### src/rtl/pipeline_stall_unit.sv
// Stall/flush control for the five-stage pipeline with saturating counters.
// Ports:
//   CLK, RST
//   ihit, dhit, exm_dmemREN/WEN, exm_branch_taken, idex_memread,
//   idex_rt_out, ifid_rs, ifid_rt, mwb_halt
//   pc_en, {ifid,idex,exm}_en, {ifid,idex,exm}_flush, mwb_en, halt,
//   cycle_cnt, bubble_cnt, flush_cnt, freeze_cnt
module pipeline_stall_unit #(
   parameter int CNT_W = 32
) (
   input  logic             CLK,
   input  logic             RST,
   input  logic             ihit,
   input  logic             dhit,
   input  logic             exm_dmemREN,
   input  logic             exm_dmemWEN,
   input  logic             exm_branch_taken,
   input  logic             idex_memread,
   input  logic [4:0]       idex_rt_out,
   input  logic [4:0]       ifid_rs,
   input  logic [4:0]       ifid_rt,
   input  logic             mwb_halt,
   output logic             pc_en,
   output logic             ifid_en,
   output logic             ifid_flush,
   output logic             idex_en,
   output logic             idex_flush,
   output logic             exm_en,
   output logic             exm_flush,
   output logic             mwb_en,
   output logic             halt,
   output logic [CNT_W-1:0] cycle_cnt,
   output logic [CNT_W-1:0] bubble_cnt,
   output logic [CNT_W-1:0] flush_cnt,
   output logic [CNT_W-1:0] freeze_cnt
);

   typedef enum logic [1:0] {
      RUN    = 2'd0,
      FREEZE = 2'd1,
      HALTED = 2'd2
   } stateT;

   stateT state;
   stateT stateNext;
   logic  haltQ;

   logic dmemBusy;
   logic advance;
   logic loadUse;
   logic isHalted;

   // one-hot case selects, priority already folded in
   logic selHold;
   logic selBranch;
   logic selLu;

   assign dmemBusy = (exm_dmemREN | exm_dmemWEN) & ~dhit;
   assign advance  = ihit & ~dmemBusy;
   assign isHalted = (state == HALTED);

   // r0 is never a real dependency
   assign loadUse = idex_memread
                  & (idex_rt_out != 5'd0)
                  & ((idex_rt_out == ifid_rs) | (idex_rt_out == ifid_rt));

   assign selHold   = RST | isHalted | ~advance;
   assign selBranch = ~selHold & exm_branch_taken;
   assign selLu     = ~selHold & ~exm_branch_taken & loadUse;

   always_comb begin
      pc_en      = 1'b0;
      ifid_en    = 1'b0;
      ifid_flush = 1'b0;
      idex_en    = 1'b0;
      idex_flush = 1'b0;
      exm_en     = 1'b0;
      exm_flush  = 1'b0;
      mwb_en     = 1'b0;
      unique case (1'b1)
         selHold: begin
            pc_en = 1'b0;
         end
         selBranch: begin
            pc_en      = 1'b1;
            ifid_en    = 1'b1;
            ifid_flush = 1'b1;
            idex_en    = 1'b1;
            idex_flush = 1'b1;
            exm_en     = 1'b1;
            exm_flush  = 1'b1;
            mwb_en     = 1'b1;
         end
         selLu: begin
            // hold PC and IF/ID, inject a bubble into ID/EX
            idex_en    = 1'b1;
            idex_flush = 1'b1;
            exm_en     = 1'b1;
            mwb_en     = 1'b1;
         end
         default: begin
            pc_en   = 1'b1;
            ifid_en = 1'b1;
            idex_en = 1'b1;
            exm_en  = 1'b1;
            mwb_en  = 1'b1;
         end
      endcase
   end

   always_comb begin
      stateNext = state;
      if (!isHalted) begin
         if (mwb_halt & advance) begin
            stateNext = HALTED;
         end else if (!advance) begin
            stateNext = FREEZE;
         end else begin
            stateNext = RUN;
         end
      end
   end

   function automatic logic [CNT_W-1:0] satInc(input logic [CNT_W-1:0] v);
      logic [CNT_W-1:0] one;
      one = {{(CNT_W-1){1'b0}}, 1'b1};
      return (&v) ? v : v + one;
   endfunction

   always_ff @(posedge CLK) begin
      if (RST) begin
         state      <= RUN;
         haltQ      <= 1'b0;
         cycle_cnt  <= '0;
         bubble_cnt <= '0;
         flush_cnt  <= '0;
         freeze_cnt <= '0;
      end else begin
         state <= stateNext;
         haltQ <= (stateNext == HALTED);
         if (!isHalted) begin
            cycle_cnt <= satInc(cycle_cnt);
         end
         if (selLu) begin
            bubble_cnt <= satInc(bubble_cnt);
         end
         if (selBranch) begin
            flush_cnt <= satInc(flush_cnt);
         end
         // count freeze events, not frozen cycles
         if ((state == RUN) && (stateNext == FREEZE)) begin
            freeze_cnt <= satInc(freeze_cnt);
         end
      end
   end

   assign halt = haltQ;

endmodule
### config.mk
export PLATFORM = sky130hd
export DESIGN_NAME = pipeline_stall_unit
export DESIGN_NICKNAME = d
export VERILOG_FILES = /design/src/rtl/pipeline_stall_unit.sv
export SDC_FILE = /design/constraint.sdc
export NUM_CORES = 1
export LEC_CHECK = 0
export CORE_MARGIN = 2
export CORE_UTILIZATION = 45
export CTS_CLUSTER_SIZE = 24
export DETAILED_ROUTE_END_ITERATION = 12
export GPL_ROUTABILITY_DRIVEN = 0
export PLACE_DENSITY = 0.81
export REMOVE_ABC_BUFFERS = 1
export SYNTH_ARGS = -nofsm -noshare
export SYNTH_HDL_FRONTEND = slang
export SYNTH_SLANG_ARGS = --single-unit
### constraint.sdc
create_clock -name CLK -period 2.2 [get_ports CLK]
set_input_delay 0.22 -clock CLK [delete_from_list [all_inputs] [get_ports CLK]]
set_output_delay 0.22 -clock CLK [all_outputs]
set_load 0.005 [all_outputs]
After elaboration in Yosys (flattened, before gate mapping)
Cells that the tools add are included.

Shift operators: 0. Div/mod/pow operators: 0. Mux-type cells: 7. Add/subtract/negate cells: 4. Reduce and logical (&&, ||, !) cells: 13. Eq/ne operators: 5. $mul: 0. Bitwise logic cells: 22. Magnitude comparators: 0.

Operator list (count): 32-bit by 1-bit adder with 32-bit output, second input constant (4); 32-bit AND reduction (4); 5-bit equality test (2); 1-bit NOT (10); 1-bit bitwise AND (8); 2-bit AND reduction (4); 1-bit two-way mux (5); 5-bit nonzero test (1); 2-bit equality test, second input constant (2); 2-bit two-way mux (2); 1-bit OR (4); 2-bit OR reduction (2); 2-bit by 1-bit equality test with 1-bit output, second input constant (1); 2-bit zero test (1); 1-bit logical AND (1).

Latch bits: 0. Bits in registers: 131. RAM bits: 0. Memories: 0. Memory bits (read-only): 0.

Logic depth before layout (Yosys ltp)
Word-level depth: 11. Mapped depth: 9. Depth with buffers taken out: 7.

Worst setup path before layout
No wires, ideal clock.

Kind: flip-flop to flip-flop. Start: register freeze_cnt[0]. End: register freeze_cnt[5]. Cell stages (with the launch flop): 9. Data arrival time: 1.903 ns. Buffers on the path: 1. Period minus slack after synthesis: 2.030 ns. Path slack: 0.170 ns. Data required time: 2.072 ns. Cell sequence: dfxtp_1 -> ha_1 -> nand3_1 -> or4_1 -> o21a_1 -> buf_2 -> and3_1 -> xnor2_1 -> nor2_1.

Longest elaborated chain between the ends: 3. Elaborated cells on any way between the ends: 4. Classes of those cells: add/sub (1); bitwise (1); reduce/logical (2).

Ends and longest elaborated chain: from (decl) (RTL line 35) `output logic [CNT_W-1:0] freeze_cnt`; from (signal assigned) (RTL line 152) `freeze_cnt <= satInc(freeze_cnt);`; branches (longest 3 deep; another with 32-bit by 1-bit adder with 32-bit output).

Several ways; the timed one is not identified. A chain may end at the register's enable or synchronous reset.

Worst setup path in the final report
Start: input port idex_rt_out[2]. End: output port idex_flush.

Longest elaborated chain between the ends: 6. Elaborated cells on any way between the ends: 9. Classes of those cells: eq/ne (2); mux (1); bitwise (4); reduce/logical (2).

Ends and longest elaborated chain: from (decl) (RTL line 19) `input logic [4:0] idex_rt_out,`; 5-bit equality test / 5-bit nonzero test (equally long branches) (RTL line 65, 64); 1-bit OR / 1-bit bitwise AND (equally long branches) (RTL line 65, 64); 1-bit bitwise AND (*) (RTL line 65) `& ((idex_rt_out == ifid_rs) | (idex_rt_out == ifid_rt));`; 1-bit bitwise AND (*) (RTL line 69) `assign selLu = ~selHold & ~exm_branch_taken & loadUse;`; 2-bit OR reduction (no line) (*); 1-bit two-way mux (*) (RTL line 80) `unique case (1'b1)`; to (decl) (RTL line 27) `output logic idex_flush,`.

Mark *: on every way between the ends. The rest lies on a longest branch, timed or not.

==> flow_summary.ini <==
[timing]
rsz0062_at_grt = yes
slew_violations = 0
max_freq_mhz = 477
min_period_ns = 2.10
hold_viol = 0
slew_headroom = 0.624
setup_viol = 0
setup_tns_ns = 0
worst_pin_slew_ns = 0.565
min_period_over_period = 0.953
clock_skew_ns = 0.00756

[route]
wire_per_inst_um = 14.9
drc = 0
drtAntennaViolNets = 0
dr_total_vias = 6558
via_per_inst = 5.41
wirelength_um = 18000
drt_first_pass_iters = 5
drt_iter0_markers = 523

[cells_and_area]
n_antenna_cell = 0
nets = 1049
layoutNonFillerInstCount = 1213
fin_area_um2 = 9660
syn_to_final_growth_pct = 49.2
n_fill_cell = 1092
drive_above_1_share = 0.172
final_core_util = 0.690

[status]
status = complete, no violations

[floorplan]
io_pins = 161
start_util = 0.463
core-area_um2 = 14000
dieArea_um2 = 15400
rows = 43
die_w_um = 124
dieHeight_um = 124

[global_routing]
grt_pass1_wl_um = 28400
groute.usage.overall = 0.232
grt_pass1_vias = 5960
grt.overflow.total = 0
grt_max_degree = 131
antenna_found_initial = 0

[setup_path]
critPathMaxFanout = 2
startpoint_type = input pin
critPathKind = in2out
critPathArrivalTime_ns = 1.88
end_kind = output pin
cp.required_ns = 1.98

[logic_synthesis]
synth-seq-cells = 131
yosysWarnings = 0
async_flop_share = 0
synth.avg_cell_area_um2 = 8.43
synthFlopType = dfxtp_1
syn_area_um2 = 6470
synth_edf_count = 0
ys_seq_area_frac = 0.405
syn_inst = 768
synth_cell_types = 55

[placement]
dp_hpwl_um = 12700
port_buffers = 160
place_inst = 1177
postPlaceCellArea_um2 = 8940

[cts]
cts_max_level = 4
clock-sinks = 131
clk_pin_slew_ns = 0.05
tritoncts = done
cts_buffer_depth = 2
cts_buffers = 17
cts_root_buf = clkbuf_16
insertion_delay_ns = 0.42

[pwr]
p_total_uw = 5550
ir_drop_mv = 0.475
p_leak_uw = 0.00356
power.density_nw_per_um2 = 575

[job]
maxCapViolCount = 0

[min_path]
hold_class = in2reg
## cells in the mapped netlist, types with 2 or more instances
| library cell | instances | share of area |
|---|---|---|
| or3_1 | 26 | 0.025 |
| nand2_1 | 45 | 0.026 |
| nand2_2 | 2 | 0.0019 |
| nor4_2 | 2 | 0.0039 |
| dfxtp_1 | 131 | 0.41 |
| ha_1 | 4 | 0.0077 |
| and2_1 | 8 | 0.0077 |
| clkbuf_1 | 17 | 0.0099 |
| or2_2 | 7 | 0.0068 |
| a21oi_1 | 39 | 0.030 |
| nor4_1 | 10 | 0.0097 |
| nand3_1 | 53 | 0.041 |
| mux2i_1 | 3 | 0.0046 |
| o21a_1 | 2 | 0.0023 |
| nand4_1 | 57 | 0.055 |
| nor2b_1 | 2 | 0.0019 |
| or4_4 | 2 | 0.0035 |
| or4_1 | 13 | 0.015 |
| buf_2 | 8 | 0.0062 |
| o31ai_1 | 9 | 0.010 |
| xnor2_1 | 44 | 0.060 |
| and3_1 | 22 | 0.021 |
| o211ai_1 | 2 | 0.0023 |
| o21ai_0 | 27 | 0.021 |
| xor2_1 | 51 | 0.069 |
| inv_1 | 14 | 0.0081 |
| nor3_1 | 11 | 0.0085 |
| buf_4 | 7 | 0.0081 |
| nor2_1 | 110 | 0.064 |
| nor4_4 | 2 | 0.0066 |
| a211oi_1 | 3 | 0.0035 |
| nor3_2 | 2 | 0.0031 |
| and4_1 | 11 | 0.015 |
## metrics by stage
stage / hold WS (ns) / worst slack [ns]
final: 0.397 / 0.103
after global placement: 0.479 / -0.365
after floorplan: 0.289 / 0.0804
after CTS: 0.394 / -0.123
after detailed placement: 0.497 / -0.471
after global routing: 0.403 / -0.0103
## power by group
group / leakage, µW / internal, µW / switching (µW) / total (µW)
registers: 0.00106 / 2390 / 12.7 / 2400
logic: 0.00222 / 160 / 147 / 307
clock network: 0.000285 / 1820 / 1010 / 2840
## layer usage
layer	up-vias	GRT usage	routed length [µm]	share of wire
li1	3257	-	-	-
met1	3062	0.284	7750	0.43
met2	205	0.385	8630	0.48
met3	34	0.0614	1180	0.066
met4	0	0.0969	454	0.025
met5	-	0	0	0
## final timing paths
kind	to	from	depth (start not counted)	slack [ns]
hold reg to reg	bubble_cnt[22]	bubble_cnt[22]	2	0.50
setup reg to reg	bubble_cnt[21]	bubble_cnt[10]	7	0.11
hold / removal	freeze_cnt[5]	RST	3	0.40
setup / recovery	idex_flush	idex_rt_out[2]	7	0.10
## registers in the layout, summed over array words and instances, names as in the netlist
signal / count
bubble_cnt: 32
cycle_cnt: 32
flush_cnt: 32
freeze_cnt: 32
halt: 1
state: 2
## layout make-up
type | instances | area (µm²) | area share
clock buffer | 21 | 460 | 0.0477
sequential | 131 | 2620 | 0.272
timing repair buffer | 266 | 2440 | 0.253
inverter | 14 | 52.6 | 0.00544
tap | 180 | 225 | 0.0233
clock inverter | 10 | 133 | 0.0137
multi-input combinational | 591 | 3720 | 0.385
## cell usage in the layout (no fill, tap or decap), types with 5 or more instances in the layout
cell type	synthesis	layout
clkdlybuf4s50_1	0	151
dfxtp_1	131	130
nor2_1	110	110
buf_4	7	102
nand4_1	57	57
nand3_1	53	52
xor2_1	51	51
nand2_1	45	45
xnor2_1	44	44
a21oi_1	39	39
o21ai_0	27	26
or3_1	26	26
and3_1	22	21
clkbuf_16	0	17
inv_1	14	13
and4_1	11	11
nor3_1	11	11
or4_1	13	11
nor4_1	10	9
o31ai_1	9	9
and2_1	8	8
or2_2	7	7
dlymetal6s2s_1	0	5
## cells by family (layout without fill, tap and decap cells)
kind of cell,Yosys count,count (layout),synth area share
AND/OR/NAND/NOR,398,398,0.336
flip-flops,131,131,0.405
buffers and inverters,46,311,0.0323
adder cells (fa/ha/maj),4,4,0.00773
multiplexers,4,4,0.00638
AO/OA/AOI/OAI,90,90,0.0841
XOR/XNOR,95,95,0.129
## what timing repair did
| item | CTS | global route |
|---|---|---|
| endpoints found under the setup margin | 8 | 18 |
| pin swaps | 1 | 6 |
| resized for setup | 11 | 17 |
| hold buffers | 0 | 0 |
| setup buffers | 0 | 5 |
## worst max-delay path: stages
cell	delay [ns]
clkdlybuf4s50_1	0.42
or4_4	0.49
o21ai_2	0.14
nor2_1	0.06
and2_1	0.16
or2_2	0.27
clkbuf_2	0.11
Note: power is estimated with default switching activity, not from simulation.
